$ cat src/rtl/my_top_level.sv
// rtl/my_top_level.sv - LATENCY-stage pipelined unsigned adder, io_X = (io_A + io_B) mod 2^WIDTH
module my_top_level #(
  parameter int WIDTH   = 8,
  parameter int LATENCY = 1
) (
  input  logic             clk,
  input  logic             reset,
  input  logic [WIDTH-1:0] io_A,
  input  logic [WIDTH-1:0] io_B,
  output logic [WIDTH-1:0] io_X
);

  logic [WIDTH-1:0] w_sum;
  logic [WIDTH-1:0] r_stage [LATENCY];

  // The carry-out is dropped on purpose: results wrap modulo 2^WIDTH.
  assign w_sum = io_A + io_B;

  always_ff @(posedge clk) begin
    if (reset) begin
      for (int i = 0; i < LATENCY; i++) begin
        r_stage[i] <= '0;
      end
    end else begin
      r_stage[0] <= w_sum;
      for (int i = 1; i < LATENCY; i++) begin
        r_stage[i] <= r_stage[i-1];
      end
    end
  end

  assign io_X = r_stage[LATENCY-1];

endmodule

$ cat config.mk
export PLATFORM = sky130hd
export DESIGN_NAME = my_top_level
export DESIGN_NICKNAME = d
export VERILOG_FILES = /design/src/rtl/my_top_level.sv
export SDC_FILE = /design/constraint.sdc
export NUM_CORES = 1
export LEC_CHECK = 0
export ABC_CLOCK_PERIOD_IN_PS = 2700
export BUFFER_PORTS_ARGS = -buffer_cell sky130_fd_sc_hd__buf_2
export CORE_MARGIN = 2
export CORE_UTILIZATION = 35
export CTS_CLUSTER_DIAMETER = 150
export DETAILED_ROUTE_END_ITERATION = 8
export REMOVE_ABC_BUFFERS = 1
export SLEW_MARGIN = 10
export SYNTH_ARGS = -nofsm -noshare
export SYNTH_HDL_FRONTEND = slang
export SYNTH_SLANG_ARGS = --single-unit
$ cat constraint.sdc
create_clock -name clk -period 2.7 [get_ports clk]
set_input_delay 0.27 -clock clk [delete_from_list [all_inputs] [get_ports clk]]
set_output_delay 0.27 -clock clk [all_outputs]
set_load 0.05 [all_outputs]
Yosys cells after proc, flatten, opt, wreduce, memory -nomap -nowiden
Memory sizes are Yosys's and may differ from the RTL's.
Cells that the tools add are included.

storage, ports and cells
  register bits = 0
  RAM bits = 8
  input port bits = 18
  output and inout bits = 8
  word-level logic and storage cells = 8
  memories = 1

memories
  name     words  width  read ports  clocked after Yosys merged registers in  wr ports  RTL line  text
  r_stage  1      8      1           0                                        1         14        logic [WIDTH-1:0] r_stage [LATENCY];

cells by class
  $add $sub $neg = 1
  muxes and demuxes = 5
  reduce and logical (&&, ||, !) cells = 1

operators by type and width
  kind                number
  adder 8 bit         1
  two-way mux 8 bit   1
  OR reduction 8 bit  1
  two-way mux 1 bit   4

Logic depth before layout (Yosys ltp)
Gate-level depths: netlist of run 1.

  depth in word-level cells = 3
  depth in mapped cells = 7
  depth with buffers taken out = 7

Worst setup path before layout of run 1
Ideal clock, no wire load.

  kind = input -> register
  start = in io_A[1]
  end = mem r_stage[0][5]
  setup time = 0.073 ns
  arrival time = 1.444 ns
  required time = 2.627 ns
  slack = 1.183 ns
  stages on the path = 5
  path through = ha_1 a211oi_2 nor2_1 or4_1 o211ai_2

on the way
  cells in the longest elaborated chain, start to end = 2

ends and longest elaborated chain
  what                         RTL line  text
  start, declared              8         input logic [WIDTH-1:0] io_A,
  adder 8 bit                  17        assign w_sum = io_A + io_B;
  two-way mux 8 bit (no line)  --
  end, declared                14

Every way passes these cells.

Worst setup path in the final report of run 1
Ends and elaborated chain as after synthesis.

==> run summary, run 1 <==
IO Count = 26
Hold_buf cts = 0
Clock share of power = 24.5%
Setup bufs post-CTS = 0
Top reg by flops = r_stage
Ranking of synthesized cells by area = dfxtp_1 (30%), ha_1 (16%), nor3_1 (5.6%)
Gates resized, CTS repair = 0
Die ar. = 1850 µm²
Gr ovfl total = 0
PortBufs = 25
Initial Utilization = 36.2%
DR iter-0 viols = 7
Largest family of logic cells by synthesized area = compound AO/OA/AOI/OAI gates
Total Routing Usage GR = 13.8%
Predominant post-synthesis flop cell = dfxtp_1
Fin crit share = 53.3%
Status = finished clean
Area leader, netlist = dfxtp_1
Post-Synthesis Cells = 58
Root Buffer = clkbuf_4
Global-route wire length before repair = 1840 µm
Total power draw = 370 µW
Netlist Area Pre-Place = 533 µm²
DR vias = 516
CTS clk-pin slew, worst paths = 0.05 ns
Setup total negative slack = 0 ns
Logic pwr share = 39.3%
Fill cell count = 166
CTS tree = built
FF+latch area = 160 µm²
Maximum vdd drop = 143 µV
HPWL Detailed = 893 µm
Fmax = 695 MHz
Synth Area in XOR/XNOR = 1.64%
Unique masters post-synth = 26
YS warnings = 0
Initial antenna violation count = 0
Yosys reg bits = 8
Adder-Cell Fraction of Synth Area = 20.2%
Die width = 43.0 µm
Static leakage = 0.000352 µW
Synth top area share = 30.0%
Multi-input logic area = 357 µm²
Pint = 234 µW
Final Max Tran Viols = 0
Post-synthesis simple-gate area fraction = 21.6%
Layout cells sized above 1 = 37.6%
Post-synth ARST share = 0%
Site row count = 14
Top flop regs = r_stage x8
Final Setup Violations = 0
Critical path arrival = 1.62 ns
Slew margin rel. = 84.0%
ANT nets after route = 0
Final worst path period need = 1.44 ns
# diodes = 0
Vias/cell = 5.11
Final Hold Viols = 0
Drt drc = 0
Startpoint types = input pin
Clock sink total = 8
Crit Path Max Fanout = 3
Max FFs per register = 8
CP required = 2.89 ns
PD cells = 531 nW/µm²
WL per Instance = 10.6 µm
Nets = 113
Actual slew at the worst max-slew pin = 0.240 ns
Vias in the first global route = 449
CORE AREA = 1470 µm²
DRT Pass-1 Iters = 4
GPL Wtd Cong = 0.752
Cts bufs inserted = 3
Syn-to-layout area delta = 30.5%
Post-synthesis compound-gate area fraction = 23.5%
Max-cap violations = 0
Largest net degree at the start of global routing = 12
Seq pwr share = 36.3%
CTS H-tree depth = 1
Final WL = 1070 µm
Number of synthesized flops with an enable pin = 0
Critical path endpoint category = register
Critical path type = in -> reg
HP Class = in -> reg
RSZ-0062 raised after global routing = false
Clock Path Buffers = 2
P_sw = 136 µW
Chip height = 43.0 µm
Sequential cell area fraction in the yosys report = 30.0%
Avg Inst Size Synth = 9.19 µm²
Mux cell area share after synthesis = 0%
Switching Share = 36.8%
-- Yosys cell counts, drive strengths merged (2+ instances only) --
library cell	count
o21ai	4
nor2b	3
inv	3
ha	7
a21o	2
o31a	2
nor2	3
a211oi	2
dfxtp	8
o21a	2
or3b	2
a21oi	3
nor3	6
-- cell type report --
class	instances	share of cell area, %
Clock buffer	3	3.24
Inverter	3	1.62
Multi-Input combinational cell	46	51.3
Sequential cell	8	23.0
Tap cell	16	2.88
Timing Repair Buffer	25	18.0
-- routing by layer --
metal | wire length, µm | vias to the layer above | GRT usage (%)
li1 | - | 270 | -
met1 | 476 | 224 | 17.4
met2 | 491 | 17 | 19.4
met3 | 54 | 5 | 2.55
met4 | 44 | 0 | 12.7
met5 | 0 | - | 0
-- path summary, 6_finish.rpt --
| path | startpoint | end | slack, ns | depth (start not counted) |
|---|---|---|---|---|
| setup / recovery | io_A[1] | r_stage[0][5] | 1.26 | 6 |
| hold / removal | reset | r_stage[0][7] | 0.32 | 2 |
-- cells in the final DEF, fill, tap and decap left out, types with 2 or more instances in the layout --
cell type and n:
nor3_1 6, o21a_1 2, clkbuf_4 3, nor2_1 3
ha_1 7, nor2b_1 3, a21o_1 2, o31a_1 2
or3b_2 2, o21ai_1 2, buf_2 25, o21ai_0 2
dfxtp_1 8, a21oi_1 3, inv_1 3
-- power by group through the flow --
stage / clock (µW) / combinational [µW] / sequential [µW]
2_1_floorplan: 0 / 59.6 / 185
3_3_place_gp: 0 / 145 / 137
3_5_place_dp: 0 / 146 / 137
4_1_cts: 93.1 / 146 / 134
5_1_grt: 101 / 160 / 135
6_report: 90.4 / 145 / 134
-- stage by stage --
stage	std cells	cell area, µm²	setup slack [ns]	utilization, %	hold WS, ns
finish	101	696	1.26	47.3	0.317
global route	101	696	1.10	47.3	0.319
CTS	101	696	1.25	47.3	0.313
detailed placement	98	673	0.988	45.7	0.578
global placement	98	673	0.997	45.7	0.566
floorplan	57	528	1.18	-	0.337
-- cells by family after synthesis --
group / after synthesis
AO/OA/AOI/OAI: 17
XOR/XNOR: 1
adder cells (fa/ha/maj): 8
buffers and inverters: 4
flip-flops: 8
AND/OR/NAND/NOR: 20
-- critical path, stage by stage --
cell      delay, ns
buf_2          0.11
ha_1           0.31
a211oi_2       0.26
nor2_1         0.10
or4_1          0.49
o211ai_2       0.08
Power figures use the tool's default switching activity.
==> run 2, diff against run 1 <==
--- a/config.mk
+++ b/config.mk
@@ -5,12 +5,13 @@
 export SDC_FILE = /design/constraint.sdc
 export NUM_CORES = 1
 export LEC_CHECK = 0
-export ABC_CLOCK_PERIOD_IN_PS = 2700
+export ABC_CLOCK_PERIOD_IN_PS = 1300
 export BUFFER_PORTS_ARGS = -buffer_cell sky130_fd_sc_hd__buf_2
 export CORE_MARGIN = 2
 export CORE_UTILIZATION = 35
 export CTS_CLUSTER_DIAMETER = 150
 export DETAILED_ROUTE_END_ITERATION = 8
+export PLACE_DENSITY = 0.66
 export REMOVE_ABC_BUFFERS = 1
 export SLEW_MARGIN = 10
 export SYNTH_ARGS = -nofsm -noshare
==> constraint.sdc (replaced) <==
create_clock -name clk -period 1.3 [get_ports clk]
set_input_delay 0.13 -clock clk [delete_from_list [all_inputs] [get_ports clk]]
set_output_delay 0.13 -clock clk [all_outputs]
set_load 0.05 [all_outputs]
==> run 2 against run 1 <==
Power is 120% higher; critical path depth is 1 lower; sequential share of layout area is 2.6 points lower; core utilization is 6.1 points higher; setup slack worse by 1.2 ns; non-clock buffer count is 11 higher; combinational power is 140% higher; global-route usage is 0.42 points lower; via count is 6.6% higher; hold slack worse by 0.14 ns; wire length is 8.0% higher.
==> run summary, run 2 (synthesis results as in run 1) <==
Fin crit share = 94.6%
Final Hold Viols = 0 (unchanged)
Drt drc = 0 (unchanged)
Clock Path Buffers = 2 (unchanged)
Top flop regs = r_stage x8 (unchanged)
Critical path endpoint category = register (unchanged)
Met3 WL = 67 µm (was 54 µm)
Gr ovfl total = 0 (unchanged)
Max Used Layer = met3 (was met4)
Vias in the first global route = 505 (was 449)
Worst-path cell chain = buf_2 > ha_2 > or2b_1 > or4_1 > o211ai_2 (was buf_2 > ha_1 > a211oi_2 > nor2_1 > or4_1 > o211ai_2)
DR iter-0 viols = 5 (was 7)
Final WL = 1150 µm (was 1070 µm)
GPL Wtd Cong = 0.798 (was 0.752)
Slowest CP cell = or4_1 (unchanged)
Delay of the slowest critical-path stage = 0.48 ns (was 0.49 ns)
Top reg by flops = r_stage (unchanged)
Final worst path period need = 1.23 ns
Chip height = 43.0 µm (unchanged)
Total power draw = 805 µW (was 370 µW)
Site row count = 14 (unchanged)
PortBufs = 25 (unchanged)
Worst hold path endpoint = r_stage[0][1] (was r_stage[0][7])
Commonest non-fill, non-tap cells in the layout = buf_2 (25), buf_4 (11), dfxtp_1 (8) (was buf_2 (25), dfxtp_1 (8), ha_1 (7))
Static leakage = 0.000406 µW (was 0.000352 µW)
CTS H-tree depth = 1 (unchanged)
Setup total negative slack = 0 ns (unchanged)
Cts bufs inserted = 3 (unchanged)
DR vias = 550 (was 516)
CTS tree = built (unchanged)
Die width = 43.0 µm (unchanged)
Critical path type = in -> reg (unchanged)
Max-cap violations = 0 (unchanged)
Largest net degree at the start of global routing = 12 (unchanged)
CP required = 1.48 ns (was 2.89 ns)
Most common cell after layout, fill and taps aside = buf_2 (unchanged)
Vias/cell = 4.91 (was 5.11)
Placed insts = 107 (was 98)
Global-route wire length before repair = 1900 µm (was 1840 µm)
Maximum vdd drop = 340 µV (was 143 µV)
Crit Path Max Fanout = 7 (was 3)
Die ar. = 1850 µm² (unchanged)
Root Buffer = clkbuf_4 (unchanged)
HP Class = in -> reg (unchanged)
Fmax = 813 MHz
Nets = 124 (was 113)
Critical path arrival = 1.41 ns (was 1.62 ns)
Met1 WL = 527 µm (was 476 µm)
Final WS setup = 0.0699 ns (was 1.26 ns)
WL per Instance = 10.3 µm (was 10.6 µm)
Total Routing Usage GR = 13.4% (was 13.8%)
Clock sink total = 8 (unchanged)
PD cells = 1020 nW/µm² (was 531 nW/µm²)
Status = finished clean (unchanged)
# diodes = 0 (unchanged)
Utilization after layout = 53.4% (was 47.3%)
Syn-to-layout area delta = 47.4% (was 30.5%)
ANT nets after route = 0 (unchanged)
Initial Utilization = 36.2% (unchanged)
Post-place setup slack = -0.234 ns (was 0.988 ns)
Final Setup Violations = 0 (unchanged)
Fill cell count = 155 (was 166)
Met2 routed WL = 556 µm (was 491 µm)
DRT Pass-1 Iters = 4 (unchanged)
Final Max Tran Viols = 0 (unchanged)
Actual slew at the worst max-slew pin = 0.236 ns (was 0.240 ns)
Hold Crit Start = reset (unchanged)
Startpoint types = input pin (unchanged)
HPWL Detailed = 969 µm (was 893 µm)
Worst hold path depth = 2 (unchanged)
Fin cells = 112 (was 101)
Slew margin rel. = 84.2% (was 84.0%)
Layout cells sized above 1 = 47.9% (was 37.6%)
CTS clk-pin slew, worst paths = 0.05 ns (about the same)
RSZ-0062 raised after global routing = false (unchanged)
Initial antenna violation count = 0 (unchanged)
IO Count = 26 (unchanged)
CORE AREA = 1470 µm² (unchanged)
Max FFs per register = 8 (unchanged)
==> run 2: critical path: cells and delay by family <==
kind / cells / cell delay [ns]
compound gates: 1 / 0.08
buf+inv: 1 / 0.10
simple gates: 2 / 0.73
fa+ha+maj: 1 / 0.37
==> run 2: final cells by class <==
| cell class | count | area (µm²) | area share, % |
|---|---|---|---|
| Clock buffer | 3 | 22.5 | 2.87 |
| Inverter | 3 | 11.3 | 1.43 |
| Multi-Input combinational cell | 46 | 364 | 46.3 |
| Sequential cell | 8 | 160 | 20.4 |
| Tap cell | 16 | 20.0 | 2.55 |
| Timing Repair Buffer | 36 | 208 | 26.4 |
==> run 2: stage by stage <==
step | hold slack [ns] | cell area [µm²]
after floorplan | 0.197 | 528
after global placement | 0.435 | 741
after detailed placement | 0.428 | 741
after CTS | 0.180 | 763
after global routing | 0.195 | 786
final | 0.178 | 786
==> run 2: metal layers <==
layer	global-route usage [%]	vias up
met5	0	-
met4	5.45	0
met3	2.55	0
met2	23.3	20
met1	15.8	236
li1	-	294
==> run 2: worst max-delay path by stage <==
stage                 start       endpoint  slack (ns)  cells past startpoint
CTS                 io_A[0]  r_stage[0][6]        0.02                      8
global placement    io_A[0]  r_stage[0][6]       -0.23                      8
finish              io_B[5]  r_stage[0][5]        0.07                      5
floorplan           io_A[1]  r_stage[0][5]       -0.08                      5
global route        io_A[5]  r_stage[0][5]        0.01                      5
detailed placement  io_A[0]  r_stage[0][6]       -0.23                      8
==> run 2: what timing repair did <==
item	CTS	global route
endpoints found under the setup margin	0	3
gates resized for setup	0	3
hold endpoints to repair	0	0
buffers inserted	0	2
hold buffers	0	0
==> run 2: report_power, final <==
part	switching, µW	internal (µW)
combinational	206	141
clock	74.6	105
sequential	4.97	273
==> run 3, diff against run 2 <==
--- a/config.mk
+++ b/config.mk
@@ -8,11 +8,11 @@
 export ABC_CLOCK_PERIOD_IN_PS = 1300
 export BUFFER_PORTS_ARGS = -buffer_cell sky130_fd_sc_hd__buf_2
 export CORE_MARGIN = 2
-export CORE_UTILIZATION = 35
+export CORE_UTILIZATION = 34
 export CTS_CLUSTER_DIAMETER = 150
 export DETAILED_ROUTE_END_ITERATION = 8
-export PLACE_DENSITY = 0.66
 export REMOVE_ABC_BUFFERS = 1
+export SETUP_SLACK_MARGIN = 0.3
 export SLEW_MARGIN = 10
 export SYNTH_ARGS = -nofsm -noshare
 export SYNTH_HDL_FRONTEND = slang
==> constraint.sdc (replaced) <==
create_clock -name clk -period 1.3 [get_ports clk]
set_input_delay 0.13 -clock clk [delete_from_list [all_inputs] [get_ports clk]]
set_output_delay 0.13 -clock clk [all_outputs]
set_load 0.005 [all_outputs]
==> run 3 against run 2 <==
Combinational power fell by 16%; hold slack gained 0.0072 ns; first-iteration DRC count up 80%; cell area rose by 11%; die area up 2.7%; largest power group unchanged; global-route usage increased by 2.6 points.
==> run summary, run 3 (synthesis results as in run 1) <==
Status = finished clean (unchanged)
CTS clk-pin slew, worst paths = 0.05 ns (about the same)
DRT Pass-1 Iters = 4 (unchanged)
Placed instance area = 748 µm² (was 741 µm²)
Site row count = 14 (unchanged)
Clock Path Buffers = 2 (unchanged)
PortBufs = 25 (unchanged)
Actual slew at the worst max-slew pin = 0.253 ns (was 0.236 ns)
Commonest non-fill, non-tap cells in the layout = buf_2 (23), buf_4 (11), dfxtp_1 (8) (was buf_2 (25), buf_4 (11), dfxtp_1 (8))
Fmax = 885 MHz (was 813 MHz)
IO Count = 26 (unchanged)
Maximum vdd drop = 395 µV (was 340 µV)
Die width = 43.6 µm (was 43.0 µm)
Layout cells sized above 1 = 56.3% (was 47.9%)
Largest net degree at the start of global routing = 12 (unchanged)
Startpoint types = input pin (unchanged)
Hold_buf cts = 0 (unchanged)
Fin crit share = 86.9% (was 94.6%)
Final WS setup = 0.170 ns (was 0.0699 ns)
Cts bufs inserted = 3 (unchanged)
Critical path type = in -> reg (unchanged)
Post-place setup slack = -0.236 ns (was -0.234 ns)
CORE AREA = 1490 µm² (was 1470 µm²)
Static leakage = 0.000422 µW (was 0.000406 µW)
Slew margin rel. = 83.0% (was 84.2%)
Final WL = 1340 µm (was 1150 µm)
Fill cell count = 137 (was 155)
DR iter-0 viols = 9 (was 5)
Initial Utilization = 35.8% (was 36.2%)
HPWL Detailed = 998 µm (was 969 µm)
RSZ-0062 raised after global routing = true (was false)
WL per Instance = 11.9 µm (was 10.3 µm)
HP Class = in -> reg (unchanged)
Global-route wire length before repair = 2220 µm (was 1900 µm)
CTS tree = built (unchanged)
Drt drc = 0 (unchanged)
Total Routing Usage GR = 16.0% (was 13.4%)
Final Setup Violations = 0 (unchanged)
GPL Wtd Cong = 0.825 (was 0.798)
Setup total negative slack = 0 ns (unchanged)
Clock share of power = 24.7% (was 22.3%)
Clock sink total = 8 (unchanged)
Top flop regs = r_stage x8 (unchanged)
Critical path endpoint category = register (unchanged)
P_sw = 214 µW (was 285 µW)
Nets = 124 (unchanged)
Final Hold Viols = 0 (unchanged)
Syn-to-layout area delta = 63.8% (was 47.4%)
Max-cap violations = 0 (unchanged)
Chip height = 43.6 µm (was 43.0 µm)
CTS H-tree depth = 1 (unchanged)
Vias in the first global route = 541 (was 505)
Initial antenna violation count = 0 (unchanged)
Max FFs per register = 8 (unchanged)
Top reg by flops = r_stage (unchanged)
# diodes = 0 (unchanged)
Utilization after layout = 58.7% (was 53.4%)
Gr ovfl total = 0 (unchanged)
Final Max Tran Viols = 0 (unchanged)
Logic pwr share = 38.4% (was 43.1%)
Critical path arrival = 1.27 ns (was 1.41 ns)
Seq pwr share = 36.8% (was 34.6%)
Final instance area = 873 µm² (was 786 µm²)
Root Buffer = clkbuf_4 (unchanged)
Most common cell after layout, fill and taps aside = buf_2 (unchanged)
Switching Share = 28.4% (was 35.4%)
CP required = 1.44 ns (was 1.48 ns)
Vias/cell = 5.14 (was 4.91)
PD cells = 865 nW/µm² (was 1020 nW/µm²)
DR vias = 576 (was 550)
Final worst path period need = 1.13 ns (was 1.23 ns)
Crit Path Max Fanout = 3 (was 7)
ANT nets after route = 0 (unchanged)
Pint = 541 µW (was 519 µW)
Die ar. = 1900 µm² (was 1850 µm²)
==> run 3: worst paths after layout <==
path                start            end  slack, ns  depth (start not counted)
setup / recovery  io_B[0]  r_stage[0][6]       0.17                          8
hold / removal      reset  r_stage[0][1]       0.18                          2
==> run 3: per-stage QoR <==
| step | power [µW] | std cells | hold slack, ns |
|---|---|---|---|
| 6_report | 755 | 112 | 0.185 |
| 5_1_grt | 809 | 112 | 0.204 |
| 4_1_cts | 755 | 112 | 0.180 |
| 3_5_place_dp | 526 | 108 | 0.438 |
| 3_3_place_gp | 519 | 108 | 0.429 |
| 2_1_floorplan | 413 | 57 | 0.197 |
==> run 3: cell type report <==
class | instances | area, µm² | share of cell area (%)
Inverter | 3 | 11.3 | 1.29
Clock buffer | 3 | 22.5 | 2.58
Sequential cell | 8 | 160 | 18.3
Timing Repair Buffer | 36 | 224 | 25.6
Tap cell | 16 | 20.0 | 2.29
Multi-Input combinational cell | 46 | 435 | 49.9
==> run 3: layer usage <==
metal  track usage [%]  vias to the layer above  wire length [µm]
li1                  -                      292                 -
met1              18.4                      262               568
met2              27.6                       20               695
met3              3.75                        2                57
met4              7.27                        0                14
met5                 0                        -                 0
==> run 3: critical path: stages <==
cell,delay (ns)
buf_8,0.08
ha_4,0.13
inv_2,0.03
fa_2,0.36
nor2b_4,0.14
o31a_1,0.18
o21ai_1,0.07
nor3b_2,0.15
==> run 3: power by group through the flow <==
stage	clock network, µW	logic (µW)	registers [µW]
after global routing	205	323	281
after detailed placement	0	243	284
after CTS	192	284	278
after global placement	0	237	283
final	187	290	278
after floorplan	0	124	289
==> run 3: repair_timing <==
action | 4_1_cts | 5_1_grt
setup endpoints to repair | 6 | 5
resized for setup | 15 | 2
hold endpoints to repair | 0 | 0
buffers inserted | 1 | 0
pin swaps | 9 | 6
